===== src/rtl/store_buf_pkg.sv =====
// Shared widths and the entry payload for the posted-write store buffer.
package store_buf_pkg;

  localparam int unsigned DEPTH_DEFAULT = 4;
  localparam int unsigned ADDR_W        = 32;
  localparam int unsigned DATA_W        = 32;
  localparam int unsigned PTR_W         = $clog2(DEPTH_DEFAULT);

  // One buffered store
  typedef struct packed {
    logic              valid;
    logic [ADDR_W-1:0] addr;
    logic [DATA_W-1:0] data;
  } entry_t;

endpackage


===== src/rtl/store_buf_match.sv =====
// Youngest-match search over the live window [head, head+count) of the store buffer.
// Used both for load forwarding and, when enabled, for store coalescing.
module store_buf_match
  import store_buf_pkg::*;
#(
  parameter  int unsigned DEPTH = DEPTH_DEFAULT,
  localparam int unsigned PW    = $clog2(DEPTH)
) (
  input  entry_t [DEPTH-1:0] entries,
  input  logic   [PW-1:0]    head,
  input  logic   [PW:0]      count,
  input  logic   [ADDR_W-1:0] lookup_addr,
  output logic               hit,
  output logic   [PW-1:0]    hit_index,
  output logic   [DATA_W-1:0] hit_data
);

  // Walk oldest to youngest so the last match seen is the youngest one
  always_comb begin
    logic [PW-1:0] idx;
    hit       = 1'b0;
    hit_index = '0;
    hit_data  = '0;
    idx       = '0;
    for (int unsigned i = 0; i < DEPTH; i++) begin
      idx = head + PW'(i);
      if ((i < 32'(count)) && entries[idx].valid && (entries[idx].addr == lookup_addr)) begin
        hit       = 1'b1;
        hit_index = idx;
        hit_data  = entries[idx].data;
      end
    end
  end

endmodule


===== src/rtl/store_buffer.sv =====
// Posted-write store buffer between the M-stage dmem port and synchronous data memory.
// Stores enqueue in one cycle and drain in FIFO order under mem_ready; loads own the
// memory port and see the youngest buffered store to their address.
// Optional: STORE_BUF_COALESCE_EN merges a store into a live entry with the same address.
module store_buffer
  import store_buf_pkg::*;
#(
  parameter  int unsigned DEPTH = DEPTH_DEFAULT,
  localparam int unsigned PW    = $clog2(DEPTH)
) (
  input  logic              clock,
  input  logic              reset,
  input  logic [ADDR_W-1:0] proc_address,
  input  logic [DATA_W-1:0] proc_data,
  input  logic              proc_wren,
  input  logic              proc_rden,
  output logic [DATA_W-1:0] proc_q,
  output logic              proc_stall,
  output logic [ADDR_W-1:0] mem_address,
  output logic [DATA_W-1:0] mem_data,
  output logic              mem_wren,
  input  logic              mem_ready,
  input  logic [DATA_W-1:0] mem_q,
  output logic [PW:0]       count
);

  entry_t [DEPTH-1:0] entries;
  logic   [PW-1:0]    head;
  logic   [PW-1:0]    tail;
  logic               fwd_hit_r;
  logic [DATA_W-1:0]  fwd_data_r;

  logic               load_c;
  logic               pop_c;
  logic               alloc_c;
  logic               coal_c;
  logic               hit_c;
  logic   [PW-1:0]    hit_idx_c;
  logic [DATA_W-1:0]  hit_data_c;

  // Single lookup serves both loads and coalescing: both use proc_address
  store_buf_match #(.DEPTH(DEPTH)) u_match (
    .entries     (entries),
    .head        (head),
    .count       (count),
    .lookup_addr (proc_address),
    .hit         (hit_c),
    .hit_index   (hit_idx_c),
    .hit_data    (hit_data_c)
  );

  // Full flag ignores a same-cycle pop to keep the stall path short
  assign proc_stall = (count == (PW+1)'(DEPTH));

  // Forwarded data wins over memory for the cycle after a hitting load
  assign proc_q = fwd_hit_r ? fwd_data_r : mem_q;

  // Port arbitration: a load (store wins if both asserted) blocks the drain
  always_comb begin
    load_c      = proc_rden && !proc_wren;
    mem_wren    = (count != '0) && !load_c;
    pop_c       = mem_wren && mem_ready;
`ifdef STORE_BUF_COALESCE_EN
    coal_c      = proc_wren && hit_c && !(pop_c && (hit_idx_c == head));
`else
    coal_c      = 1'b0;
`endif
    alloc_c     = proc_wren && !proc_stall && !coal_c;
    mem_address = load_c ? proc_address : entries[head].addr;
    mem_data    = entries[head].data;
  end

  // FIFO storage, pointers, occupancy and forwarding registers
  always_ff @(posedge clock or negedge reset) begin
    if (!reset) begin
      entries    <= '0;
      head       <= '0;
      tail       <= '0;
      count      <= '0;
      fwd_hit_r  <= 1'b0;
      fwd_data_r <= '0;
    end else begin
      fwd_hit_r  <= load_c && hit_c;
      fwd_data_r <= hit_data_c;
      if (pop_c) begin
        entries[head].valid <= 1'b0;
        head                <= head + PW'(1);
      end
      if (coal_c) begin
        entries[hit_idx_c].data <= proc_data;
      end
      if (alloc_c) begin
        entries[tail] <= {1'b1, proc_address, proc_data};
        tail          <= tail + PW'(1);
      end
      count <= count + (PW+1)'(alloc_c) - (PW+1)'(pop_c);
    end
  end

endmodule


===== config.mk =====
export PLATFORM = sky130hd
export DESIGN_NAME = store_buffer
export DESIGN_NICKNAME = d
export VERILOG_FILES = /design/src/rtl/store_buf_pkg.sv /design/src/rtl/store_buf_match.sv /design/src/rtl/store_buffer.sv
export SDC_FILE = /design/constraint.sdc
export NUM_CORES = 1
export LEC_CHECK = 0
export CAP_MARGIN = 20
export CORE_UTILIZATION = 50
export CTS_CLUSTER_SIZE = 14
export DETAILED_ROUTE_END_ITERATION = 8
export PLACE_DENSITY_LB_ADDON = 0.05
export SYNTH_ARGS = -nofsm -noshare
export SYNTH_HDL_FRONTEND = slang
export SYNTH_SLANG_ARGS = --single-unit

===== constraint.sdc =====
create_clock -name clock -period 6.1 [get_ports clock]
set_clock_uncertainty 0.15 [all_clocks]
set_input_delay 1.22 -clock clock [delete_from_list [all_inputs] [get_ports clock]]
set_output_delay 1.22 -clock clock [all_outputs]
set_load 0.02 [all_outputs]

======== Word level (Yosys, flattened, before mapping) ========
Index checks and enable logic that the tools add are counted.
operators by class
  add/sub/neg operators ................... 6
  multipliers ............................. 0
  divide/modulo/power cells ............... 0
  $lt $le $gt $ge ......................... 11
  eq/ne operators ......................... 5
  shift operators ......................... 0
  multiplexer cells ....................... 26
  bitwise gates (word level) .............. 0
  reductions and logical operators ........ 19
operator list
  kind                                                        count
  binary-select mux 65 bit (select 2 bit)                     4
  bitwise mux 260 bit                                         2
  2-to-1 mux 260 bit                                          2
  2-to-1 mux 65 bit                                           6
  demux 65 bit (select 2 bit)                                 2
  2-to-1 mux 32 bit                                           6
  == test 32 bit                                              4
  logical AND 1 bit                                           15
  less-than comparator 2 x 3 -> 1 bit, second input constant  5
  less-than comparator 1 x 3 -> 1 bit, first input constant   2
  less-than comparator 2 x 3 -> 1 bit, first input constant   2
  adder 2 x 1 -> 2 bit, second input constant                 2
  adder 2 bit, second input constant                          2
  >= comparator 2 x 1 -> 1 bit, second input constant         2
  2-to-1 mux 1 bit                                            4
  adder 3 x 1 -> 3 bit                                        1
  == test 3 bit, second input constant                        1
  zero test 1 bit                                             3
  nonzero test 3 bit                                          1
  subtractor 3 x 1 -> 3 bit                                   1
word-level totals
  register bits after elaboration ......... 300
  latch bits .............................. 0
  bits in writable memories ............... 0
  memory bits (read-only) ................. 0
  output and inout bits ................... 101
  word-level logic and storage cells ...... 84
  memories ................................ 0

======== Logic depth before layout (Yosys ltp) ========
Gate-level depths: netlist (run 1).
  depth after elaboration ................. 9
  mapped depth ............................ 22
  depth with buffers taken out ............ 10

======== Hierarchy ========
A second synthesis (run 1) with hierarchy kept.
second synthesis, totals
  cells, all modules ...................... 1,900
  area total of the unflattened synthesis .. 23,022.1 um^2
modules (own cells, without submodules)
  module           times used  cells an instance  area an instance (um^2)
  store_buffer     1           852                14,264.9
  store_buf_match  1           1,048              8,757.1

======== Worst setup path after synthesis (run 1) ========
Ideal clock, no wire load.
  kind .................................... register to register
  start point ............................. register head[1]
  end point ............................... register fwd_data_r[6]
  library setup time ...................... 124 ps
  arrival time ............................ 5,293 ps
  required time ........................... 5,826 ps
  setup slack ............................. 534 ps
  cell stages (with the launch flop) ...... 23
  buffers on the path ..................... 13
  period minus slack after synthesis ...... 5,566 ps
  path through ............................ dfrtp_1 -> buf_4 -> buf_2 -> buf_4 -> buf_2 -> buf_2 -> clkbuf_1 -> clkbuf_1 -> inv_1 -> ha_1 -> buf_4 -> buf_4 -> buf_4 -> buf_2 -> mux4_2 -> xnor2_1 -> nand4_1 -> nor3_1 -> and2_1 -> buf_2 -> clkbuf_1 -> o41a_1 -> o21ai_2
between the ends
  cells in the longest elaborated chain, start to end .. 8
  elaborated cells on any way between the ends .. 27
ends and longest elaborated chain
  item                                                                                    RTL line                                                             RTL
  start, declared                                                                         store_buffer.sv:28                                                   logic [PW-1:0] head;
  start signal, assigned                                                                  store_buffer.sv:87                                                   head <= head + PW'(1);
  adder 2 x 1 -> 2 bit / binary-select mux 65 bit (select 2 bit) (equally long branches)  store_buf_match.sv:26, store_buf_match.sv:27, store_buf_match.sv:30
  binary-select mux 65 bit (select 2 bit) / 2-to-1 mux 65 bit (equally long branches)     store_buf_match.sv:27, store_buf_match.sv:30
  2-to-1 mux 65 bit (implied by the code) (tied with other cells)                         store_buf_match.sv:30                                                hit_data = entries[idx].data;
  == test 32 bit / logical AND 1 bit (equally long branches)                              store_buf_match.sv:27                                                if ((i < 32'(count)) && entries[idx].valid && (entries[idx].addr == lookup_addr)) begin
  logical AND 1 bit / 2-to-1 mux 32 bit (equally long branches)                           store_buf_match.sv:27
  2-to-1 mux 32 bit (2 in series)                                                         store_buf_match.sv:27
  2-to-1 mux 32 bit *                                                                     store_buf_match.sv:27
  net hit_data_c[6]                                                                       store_buffer.sv:39                                                   logic [DATA_W-1:0] hit_data_c;
  end signal, assigned                                                                    store_buffer.sv:84                                                   fwd_data_r <= hit_data_c;
  end, declared                                                                           store_buffer.sv:31                                                   logic [DATA_W-1:0] fwd_data_r;
The timed path passes the listed nets; every way through them passes the cells marked *. The select of a mux whose other input is x is not followed.
A chain may end at the register's enable or synchronous reset.

======== Final worst setup path (run 1) ========
  start point ............................. register head[1]
  end point ............................... output port mem_address[27]
between the ends
  cells in the longest elaborated chain, start to end .. 3
ends and longest elaborated chain
  item                                     RTL line            RTL
  binary-select mux 65 bit (select 2 bit)  store_buffer.sv:69  mem_address = load_c ? proc_address : entries[head].addr;
  2-to-1 mux 65 bit (implied by the code)  store_buffer.sv:69
  2-to-1 mux 32 bit                        store_buffer.sv:69
  end, declared                            store_buffer.sv:19  output logic [ADDR_W-1:0] mem_address,
Every way passes these cells. The select of a mux whose other input is x is not followed.

==> out/results.tsv, run 1 <==
stage	metric	value	unit
setup_path	start_kind	flip-flop	
synthesis	ys_types	57	
min_path	hold_path_end	entries[64]$_DFF_PN0_	
timing	slew_headroom	0.3006	
clocking	root_buffer	clkbuf_16	
timing	post-route-period-util	0.8478	
clocking	clock_path_buffers	3	
floorplan	die_w	208.8	µm
pwr	leakage	9.927	nW
placed_design	numPortBuffers	201	
timing	final-setup-viol-count	0	
setup_path	crit_path_end_kind	output port	
pwr	switching_share	0.4006	
min_path	min_path_cells	2	
global_route	grt.total_usage	0.2787	
global_route	top_usage_layer	met2	
clocking	cts_sinks	300	
global_route	grt_remaining_overflow	0	
setup_path	critical_path_arrival	3.80	ns
pwr	ir_worst_vdd	0.3688	mV
setup_path	rrSetupSlack	1.17	ns
clocking	htree_levels	2	
pwr	p_sw	0.006573	W
synthesis	ys_seq_elements	300	
placed_design	place_area	0.02363	mm²
outcome	outcome	finished clean	
clocking	cts_hold_buf	0	
detailed_routing	antenna_left	0	
final_layout	drive_gt1_frac	0.3471	
synthesis	synthesis.area	0.02138	mm²
setup_path	worst-setup-path-type	reg2out	
timing	slew_violations	0	
clocking	numCtsBuffers	38	
clocking	tritoncts	yes	
pwr	pwr-share-seq	0.245	
timing	rsz0062_at_grt	false	
detailed_routing	vias	15180	
final_layout	syn2layout_area_growth	17.04	%
pwr	power-per-cell-area	655.8	mW/mm²
final_layout	nets	1883	
setup_path	r2r_end	fwd_data_r[29]$_DFF_PN0_	
floorplan	ios	202	
final_layout	fin_area	0.02502	mm²
detailed_routing	drtIter0Drc	1100	
synthesis	yosysSeqAreaShare	0.3512	
global_route	grtUsageMet3	0.04208	
placed_design	place_ws	1.178	ns
global_route	use_met2	0.4324	
detailed_routing	drc	0	
global_route	grt_max_degree	121	
timing	hold_violations	0	
synthesis	avgSynthCellArea	12.85	µm²
global_route	grt_pass1_wl	92740	µm
synthesis	synth-warning-count	0	
pwr	p_int	0.009835	W
clocking	insertion_delay	0.57	ns
timing	fin_ws	0.9281	ns
clocking	cts_resized	0	
placed_design	dp_hpwl	37740	µm
timing	final.setup.tns	0	ns
setup_path	rr_worst_depth	11	
clocking	clkSlewWorstSetupHoldPaths	0.06	ns
setup_path	crit_fanout	120	
pwr	combPwrFrac	0.605	
flow_run	drv_cap	0	
detailed_routing	wire_per_inst	25.67	µm
synthesis	async_flop_share	1.000	
floorplan	design.die.area	0.04358	mm²
global_route	grtUsageMet1	0.4066	
setup_path	cp.required	4.73	ns
synthesis	synth_flop_cell	dfrtp_1	
floorplan	die_y	208.8	µm
floorplan	num_rows	75	
global_route	antenna_found_initial	0	
detailed_routing	routed_wl	59980	µm
clocking	post_cts_buffers	0	
setup_path	r2r_start	head[0]$_DFFE_PN0N_	
timing	max_freq	193.4	MHz
placed_design	place_congestion	0.8902	
timing	tightest_slew	1.049	ns
detailed_routing	dr.pass1.iters	5	
final_layout	fillers	3454	
floorplan	start_util	0.5085	
min_path	min_from	entries[64]$_DFF_PN0_	
floorplan	core-area	0.04204	mm²
timing	fin_crit	5.172	ns
timing	holdWs	0.3991	ns
pwr	pwr-share-clk	0.150	
final_layout	insertedDiodeCount	0	
min_path	hold_path.class	reg2reg	
synthesis	syn_inst	1663	
global_route	grt_pass1_vias	15160	
synthesis	synth_edf_count	0	
detailed_routing	post_drt_via_cell_ratio	6.493	
synthesis	syn-num-nets	1777	
==> synthesized netlist by cell type (3+ instances only) <==
cell	instances	area, µm²
dfrtp_1	300	7507
mux2_2	293	3299
mux4_2	217	4887
nand2_1	135	506.7
mux2i_1	101	1011
clkbuf_1	96	360.4
xor2_1	67	586.8
xnor2_1	49	429.2
nand3_1	39	195.2
o21ai_0	35	175.2
nor2b_1	34	212.7
buf_2	33	165.2
o41a_1	32	360.4
o21ai_1	28	140.1
a21oi_1	27	135.1
nor2_1	26	97.59
buf_1	17	63.81
nand4_1	13	81.33
nor4_1	13	81.33
ha_1	12	150.1
inv_1	12	45.04
mux4_1	9	236.5
buf_4	8	60.06
o22ai_1	6	37.54
buf_6	5	56.30
nor3_1	4	20.02
or4_1	4	30.03
a211o_1	3	26.28
a31oi_1	3	18.77
and2_1	3	18.77
buf_12	3	60.06
buf_8	3	45.04
clkbuf_2	3	15.01
o221ai_1	3	26.28
==> cell families after synthesis <==
family          synth area share
mux                       0.4413
simple gates             0.06081
xor+xnor                 0.04753
fa+ha+maj               0.007960
flops                     0.3512
compound gates           0.05028
buf+inv                  0.04091
==> sequential cells by signal, summed over array words and instances (netlist names) <==
name	flops
fwd_hit_r	1
entries	260
head	2
fwd_data_r	32
tail	2
count	3
==> worst max-delay path, cell delays in order (launching register included) <==
cell and delay, ns:
dfrtp_4 0.42, buf_12 0.58, buf_4 0.64, mux2i_1 0.49, nand2_1 0.10, a21oi_1 0.33
nor2_1 0.09, clkdlybuf4s50_1 0.55
==> placed cells by master (no fill, tap or decap), types with 11 or more instances in the layout <==
cell,synthesis,layout
mux4_2,217,217
nor2b_1,34,33
nand3_1,39,39
nor2_1,26,26
o41a_1,32,32
mux2_2,293,293
xnor2_1,49,49
nand2_1,135,131
nor4_1,13,13
mux2i_1,101,101
a21oi_1,27,27
clkdlybuf4s50_1,0,200
buf_4,8,25
dfrtp_1,300,298
nand4_1,13,13
ha_1,12,11
o21ai_1,28,28
xor2_1,67,67
inv_1,12,12
clkbuf_16,0,39
o21ai_0,35,35
==> per-stage QoR <==
step / total power [W] / cells / util
after floorplan: 0.01117 / 1663 / -
after global placement: 0.01377 / 2267 / 0.5622
after detailed placement: 0.01392 / 2267 / 0.5622
after CTS: 0.01647 / 2336 / 0.5948
after global routing: 0.01733 / 2337 / 0.5951
final: 0.01641 / 2337 / 0.5951
==> layer usage <==
layer | vias up | part of all wire
met2 | 522 | 0.47
met5 | - | 0
li1 | 6595 | -
met3 | 84 | 0.062
met1 | 7974 | 0.44
met4 | 0 | 0.021
==> worst max-delay path by stage <==
stage,start,endpoint,slack [ns]
floorplan,head[1]$_DFFE_PN0N_,fwd_data_r[6]$_DFF_PN0_,0.53
global placement,proc_rden,mem_address[27],1.23
detailed placement,proc_wren,mem_address[13],1.18
CTS,head[1]$_DFFE_PN0N_,mem_address[27],0.97
global route,head[1]$_DFFE_PN0N_,mem_address[27],0.79
finish,head[1]$_DFFE_PN0N_,mem_address[27],0.93
==> power groups by stage <==
stage	logic, W	registers, W	clock network (W)
2_1_floorplan	0.00754	0.00363	0
3_3_place_gp	0.00984	0.00393	0
3_5_place_dp	0.00990	0.00402	0
4_1_cts	0.00996	0.00399	0.00252
5_1_grt	0.0106	0.00418	0.00259
6_report	0.00992	0.00402	0.00246
==> layout make-up <==
cell class / count / area (µm²) / share of cell area
tap: 539 / 674.4 / 0.02696
inverter: 13 / 48.80 / 0.001950
multi-input combinational: 1182 / 13050 / 0.5217
sequential: 300 / 7515 / 0.3004
clock buffer: 52 / 1115 / 0.04456
clock inverter: 17 / 255.2 / 0.01020
timing repair buffer: 234 / 2360 / 0.09432
No activity file was read; power rests on OpenSTA's default activity.
==> run 2: changes to the inputs <==
==> constraint.sdc (replaced) <==
create_clock -name clock -period 4.6 [get_ports clock]
set_clock_uncertainty 0.15 [all_clocks]
set_input_delay 0.92 -clock clock [delete_from_list [all_inputs] [get_ports clock]]
set_output_delay 0.92 -clock clock [all_outputs]
set_load 0.02 [all_outputs]
==> out/results.tsv, run 2 (synthesis gave the netlist of run 1 again) <==
stage	metric	value	unit
setup_path	critical_path_arrival	3.13	ns
setup_path	crit_fanout	42	
floorplan	die_w	208.8	µm
timing	fin_crit	4.198	ns
global_route	grt_max_degree	101	
global_route	grt_remaining_overflow	0	
detailed_routing	vias	15450	
floorplan	start_util	0.5085	
final_layout	regMostFlops	entries	
timing	slew_violations	0	
final_layout	mostFrequentLayoutCells	297 x dfrtp_1, 293 x mux2_2, 217 x mux4_2, 200 x clkdlybuf4s50_1, 131 x nand2_1	
global_route	grt_pass1_wl	95680	µm
pwr	p_int	0.01291	W
pwr	power-per-cell-area	860.4	mW/mm²
global_route	grt_pass1_vias	15760	
clocking	cts_resized	0	
detailed_routing	post_drt_via_cell_ratio	6.510	
floorplan	die_y	208.8	µm
timing	rsz0062_at_grt	false	
placed_design	dp_hpwl	40030	µm
final_layout	largest_reg_flops	260	
global_route	antenna_found_initial	3	
detailed_routing	routed_wl	61450	µm
timing	max_freq	238.2	MHz
setup_path	start_kind	flip-flop	
clocking	clock_path_buffers	3	
final_layout	biggestRegsByFlops	entries: 260 flops, fwd_data_r: 32 flops, count: 3 flops	
clocking	htree_levels	2	
placed_design	place_congestion	0.9021	
clocking	insertion_delay	0.57	ns
clocking	cts_hold_buf	0	
clocking	clkSlewWorstSetupHoldPaths	0.06	ns
pwr	leakage	10.10	nW
pwr	switching_share	0.4058	
min_path	hold_path.class	in2async	
timing	final.setup.tns	0	ns
timing	final-setup-viol-count	0	
final_layout	final_common_cell	dfrtp_1	
clocking	post_cts_buffers	0	
detailed_routing	drc	0	
floorplan	num_rows	75	
clocking	numCtsBuffers	38	
pwr	p_sw	0.008819	W
timing	holdWs	0.2369	ns
pwr	ir_worst_vdd	0.5739	mV
detailed_routing	antenna_left	0	
pwr	pwr-share-seq	0.244	
floorplan	design.die.area	0.04358	mm²
timing	post-route-period-util	0.9126	
global_route	grt.total_usage	0.2876	
timing	hold_violations	0	
timing	tightest_slew	0.8898	ns
setup_path	rrSetupSlack	0.53	ns
placed_design	numPortBuffers	201	
clocking	tritoncts	yes	
floorplan	ios	202	
clocking	cts_sinks	300	
timing	slew_headroom	0.4068	
final_layout	drive_gt1_frac	0.3570	
final_layout	syn2layout_area_growth	18.16	%
detailed_routing	dr.pass1.iters	5	
detailed_routing	drtIter0Drc	1136	
flow_run	drv_cap	0	
pwr	combPwrFrac	0.621	
clocking	root_buffer	clkbuf_16	
pwr	pwr-share-clk	0.135	
floorplan	core-area	0.04204	mm²
setup_path	worst-setup-path-type	reg2out	
setup_path	crit_path_end_kind	output port	
final_layout	nets	1921	
outcome	outcome	finished clean	
setup_path	cp.required	3.53	ns
detailed_routing	wire_per_inst	25.90	µm
## run 2: cell types whose count changed in the layout (fill, tap and decap cells not counted), sizes merged
cell	previous run	this run
clkinv	6	7
buf	34	72
bufinv	6	0
diode	0	2
inv	13	12
clkinvlp	5	1
clkbuf	52	58
## run 2: path summary, 6_finish.rpt
check | start | to | cells after the start
max in group asynchronous | reset | fwd_data_r[22]$_DFF_PN0_ | 2
min in group clock | entries[194]$_DFF_PN0_ | entries[194]$_DFF_PN0_ | 2
worst max-delay path | head[0]$_DFFE_PN0N_ | mem_data[0] | 4
worst min-delay path | reset | entries[190]$_DFFE_PN0P_ | 1
worst max register to register | head[1]$_DFFE_PN0N_ | fwd_data_r[1]$_DFF_PN0_ | 12
worst min register to register | entries[194]$_DFF_PN0_ | entries[194]$_DFF_PN0_ | 2
## run 2: layout make-up
type / instances / area, µm²
fill: 3409 / 16780
multi-input combinational: 1182 / 13060
sequential: 300 / 7516
timing repair buffer: 272 / 2750
clock buffer: 58 / 1170
tap: 539 / 674.4
inverter: 13 / 48.80
clock inverter: 7 / 37.54
antenna: 2 / 5.005
## run 2: power groups by stage
stage,Clock (W),Combinational (W),Sequential [W]
2_1_floorplan,0,0.0101,0.00481
3_3_place_gp,0,0.0133,0.00518
3_5_place_dp,0,0.0134,0.00529
4_1_cts,0.00301,0.0135,0.00526
5_1_grt,0.00310,0.0143,0.00552
6_report,0.00294,0.0135,0.00530
## run 2: worst max-delay path, stage by stage, from the launching register on
cell and delay, ns:
dfrtp_4 0.44, buf_12 0.24, buf_4 0.61, mux4_2 0.65, clkdlybuf4s50_1 0.56
## run 2: metal layers
layer	vias to the layer above	GRT usage	wire length (µm)
li1	6674	-	-
met1	8126	0.4134	26880
met2	543	0.4464	28800
met3	103	0.05996	4386
met4	2	0.07302	1375
met5	-	0	10
## run 2: through the flow
step	worst slack (ns)	power [W]	instances	utilization	cell area [µm²]
floorplan	0.009277	0.01491	1663	-	21460
global placement	0.4283	0.01852	2306	0.5720	24050
detailed placement	0.4083	0.01874	2306	0.5720	24050
CTS	0.3454	0.02178	2371	0.6007	25250
global route	0.2451	0.02296	2373	0.6008	25260
finish	0.4021	0.02173	2373	0.6008	25260
==> run 3: changes to the inputs <==
--- a/config.mk
+++ b/config.mk
@@ -12,4 +12,5 @@
 export PLACE_DENSITY_LB_ADDON = 0.05
 export SYNTH_ARGS = -nofsm -noshare
 export SYNTH_HDL_FRONTEND = slang
+export SYNTH_HIERARCHICAL = 1
 export SYNTH_SLANG_ARGS = --single-unit
==> out/results.tsv, run 3 <==
stage	metric	value	unit
setup_path	rr_worst_depth	10	
global_route	top_usage_layer	met2	
detailed_routing	vias	16560	
global_route	grt_remaining_overflow	0	
final_layout	mostFrequentLayoutCells	384 x mux2i_1, 297 x dfrtp_1, 200 x clkdlybuf4s50_1, 196 x mux2_4, 131 x mux2_2	
clocking	insertion_delay	0.58	ns
floorplan	die_y	216.3	µm
floorplan	die_w	216.3	µm
pwr	pwr-share-clk	0.129	
setup_path	start_kind	primary input	
timing	fin_ws	0.1066	ns
pwr	p_sw	0.009810	W
final_layout	final_common_cell	mux2i_1	
floorplan	ios	202	
timing	max_freq	222.5	MHz
setup_path	cp.required	3.53	ns
timing	holdWs	0.2654	ns
global_route	use_met2	0.4946	
detailed_routing	antenna_left	0	
pwr	pwr-share-seq	0.249	
floorplan	start_util	0.5069	
placed_design	place_congestion	1.012	
pwr	leakage	11.55	nW
placed_design	place_ws	0.1287	ns
global_route	grtUsageMet1	0.3731	
floorplan	design.die.area	0.04677	mm²
clocking	tritoncts	yes	
placed_design	dp_hpwl	46760	µm
global_route	grtUsageMet3	0.03354	
synthesis	avgSynthCellArea	12.15	µm²
min_path	hold_path.class	in2async	
pwr	p_int	0.01289	W
synthesis	syn_inst	1889	
pwr	switching_share	0.4322	
setup_path	cp_slowest_cell	nor2_2	
detailed_routing	drtIter0Drc	1276	
clocking	clock_path_buffers	3	
final_layout	biggestRegsByFlops	entries: 260 flops, fwd_data_r: 32 flops, count: 3 flops	
final_layout	regMostFlops	entries	
clocking	htree_levels	2	
setup_path	r2r_start	head[1]$_DFFE_PN0N_	
final_layout	syn2layout_area_growth	15.93	%
pwr	ir_worst_vdd	0.4817	mV
global_route	antenna_found_initial	1	
final_layout	largest_reg_flops	260	
floorplan	core-area	0.04528	mm²
setup_path	critPathLaunch	proc_wren	
detailed_routing	drc	0	
global_route	grt_pass1_wl	103200	µm
timing	tightest_slew	1.045	ns
outcome	outcome	finished clean	
final_layout	drive_gt1_frac	0.2748	
synthesis	synthesis.area	0.02295	mm²
clocking	clkSlewWorstSetupHoldPaths	0.06	ns
pwr	combPwrFrac	0.622	
timing	fin_crit	4.493	ns
final_layout	final_util	0.5877	
final_layout	nets	2154	
timing	rsz0062_at_grt	false	
setup_path	crit_fanout	18	
timing	slew_violations	0	
final_layout	fillers	3793	
global_route	grt_pass1_vias	16650	
synthesis	syn-num-nets	2001	
timing	post-route-period-util	0.9768	
pwr	power-per-cell-area	853.0	mW/mm²
setup_path	crit_path_end_kind	output port	
placed_design	numPortBuffers	201	
clocking	numCtsBuffers	37	
synthesis	synth-warning-count	6	
detailed_routing	routed_wl	67410	µm
pwr	total_power	0.02270	W
setup_path	cpMostUsedCell	clkdlybuf4s50_1	
global_route	grt.total_usage	0.2868	
flow_run	drv_cap	0	
timing	final.setup.tns	0	ns
timing	final-setup-viol-count	0	
clocking	cts_sinks	300	
timing	slew_headroom	0.3029	
setup_path	worst-setup-path-type	in2out	
setup_path	slowest_delay	0.81	ns
detailed_routing	wire_per_inst	25.26	µm
global_route	grt_max_degree	152	
floorplan	num_rows	78	
detailed_routing	dr.pass1.iters	7	
clocking	post_cts_buffers	0	
timing	hold_violations	0	
setup_path	path_cells	clkdlybuf4s50_1, nor2b_1, nor2_2, buf_12, a221oi_1, clkdlybuf4s50_1	
setup_path	critical_path_arrival	3.42	ns
detailed_routing	post_drt_via_cell_ratio	6.203	
clocking	root_buffer	clkbuf_16	
## run 3: worst paths after layout
check | endpoint | slack, ns
min in group clock | tail[0]$_DFFE_PN0P_ | 0.39
min reg2reg | tail[0]$_DFFE_PN0P_ | 0.39
max in group asynchronous | entries[199]$_DFFE_PN0P_ | 2.98
max | mem_address[17] | 0.11
min | entries[86]$_DFFE_PN0P_ | 0.27
max reg2reg | fwd_data_r[22]$_DFF_PN0_ | 0.39
## run 3: layout make-up
cell class,instances,area (µm²),share of cell area
Antenna cell,2,5.005,0.0001881
Clock buffer,53,1066,0.04006
Clock inverter,11,133.9,0.005031
Inverter,18,70.07,0.002633
Multi-Input combinational cell,1402,14190,0.5331
Sequential cell,300,7516,0.2824
Tap cell,600,750.7,0.02821
Timing Repair Buffer,283,2883,0.1083
## run 3: repair_timing
action,4_1_cts,5_1_grt
hold endpoints to repair,0,0
endpoints found under the setup margin,0,6
resized for setup,0,1
hold buffers,0,0
## run 3: power by group through the flow
stage          Clock, W  Combinational (W)  Sequential, W
2_1_floorplan         0             0.0106        0.00500
3_3_place_gp          0             0.0139        0.00559
3_5_place_dp          0             0.0140        0.00565
4_1_cts         0.00301             0.0141        0.00563
5_1_grt         0.00310             0.0149        0.00588
6_report        0.00293             0.0141        0.00566
## run 3: stage by stage
step,cells,area (µm²)
2_1_floorplan,1889,22950
3_3_place_gp,2603,25400
3_5_place_dp,2603,25400
4_1_cts,2667,26600
5_1_grt,2667,26610
6_report,2669,26610
## run 3: critical path, delay by kind of cell
kind / cells / cell delay [ns]
buffers and inverters: 3 / 1.43
and+or+nand+nor: 2 / 0.96
AOI/OAI and AO/OA: 1 / 0.10
## run 3: layer usage
metal	vias up	routed length (µm)	part of all wire
li1	7466	-	-
met1	8566	28650	0.42
met2	428	33940	0.50
met3	96	2895	0.043
met4	0	1929	0.029
met5	-	0	0
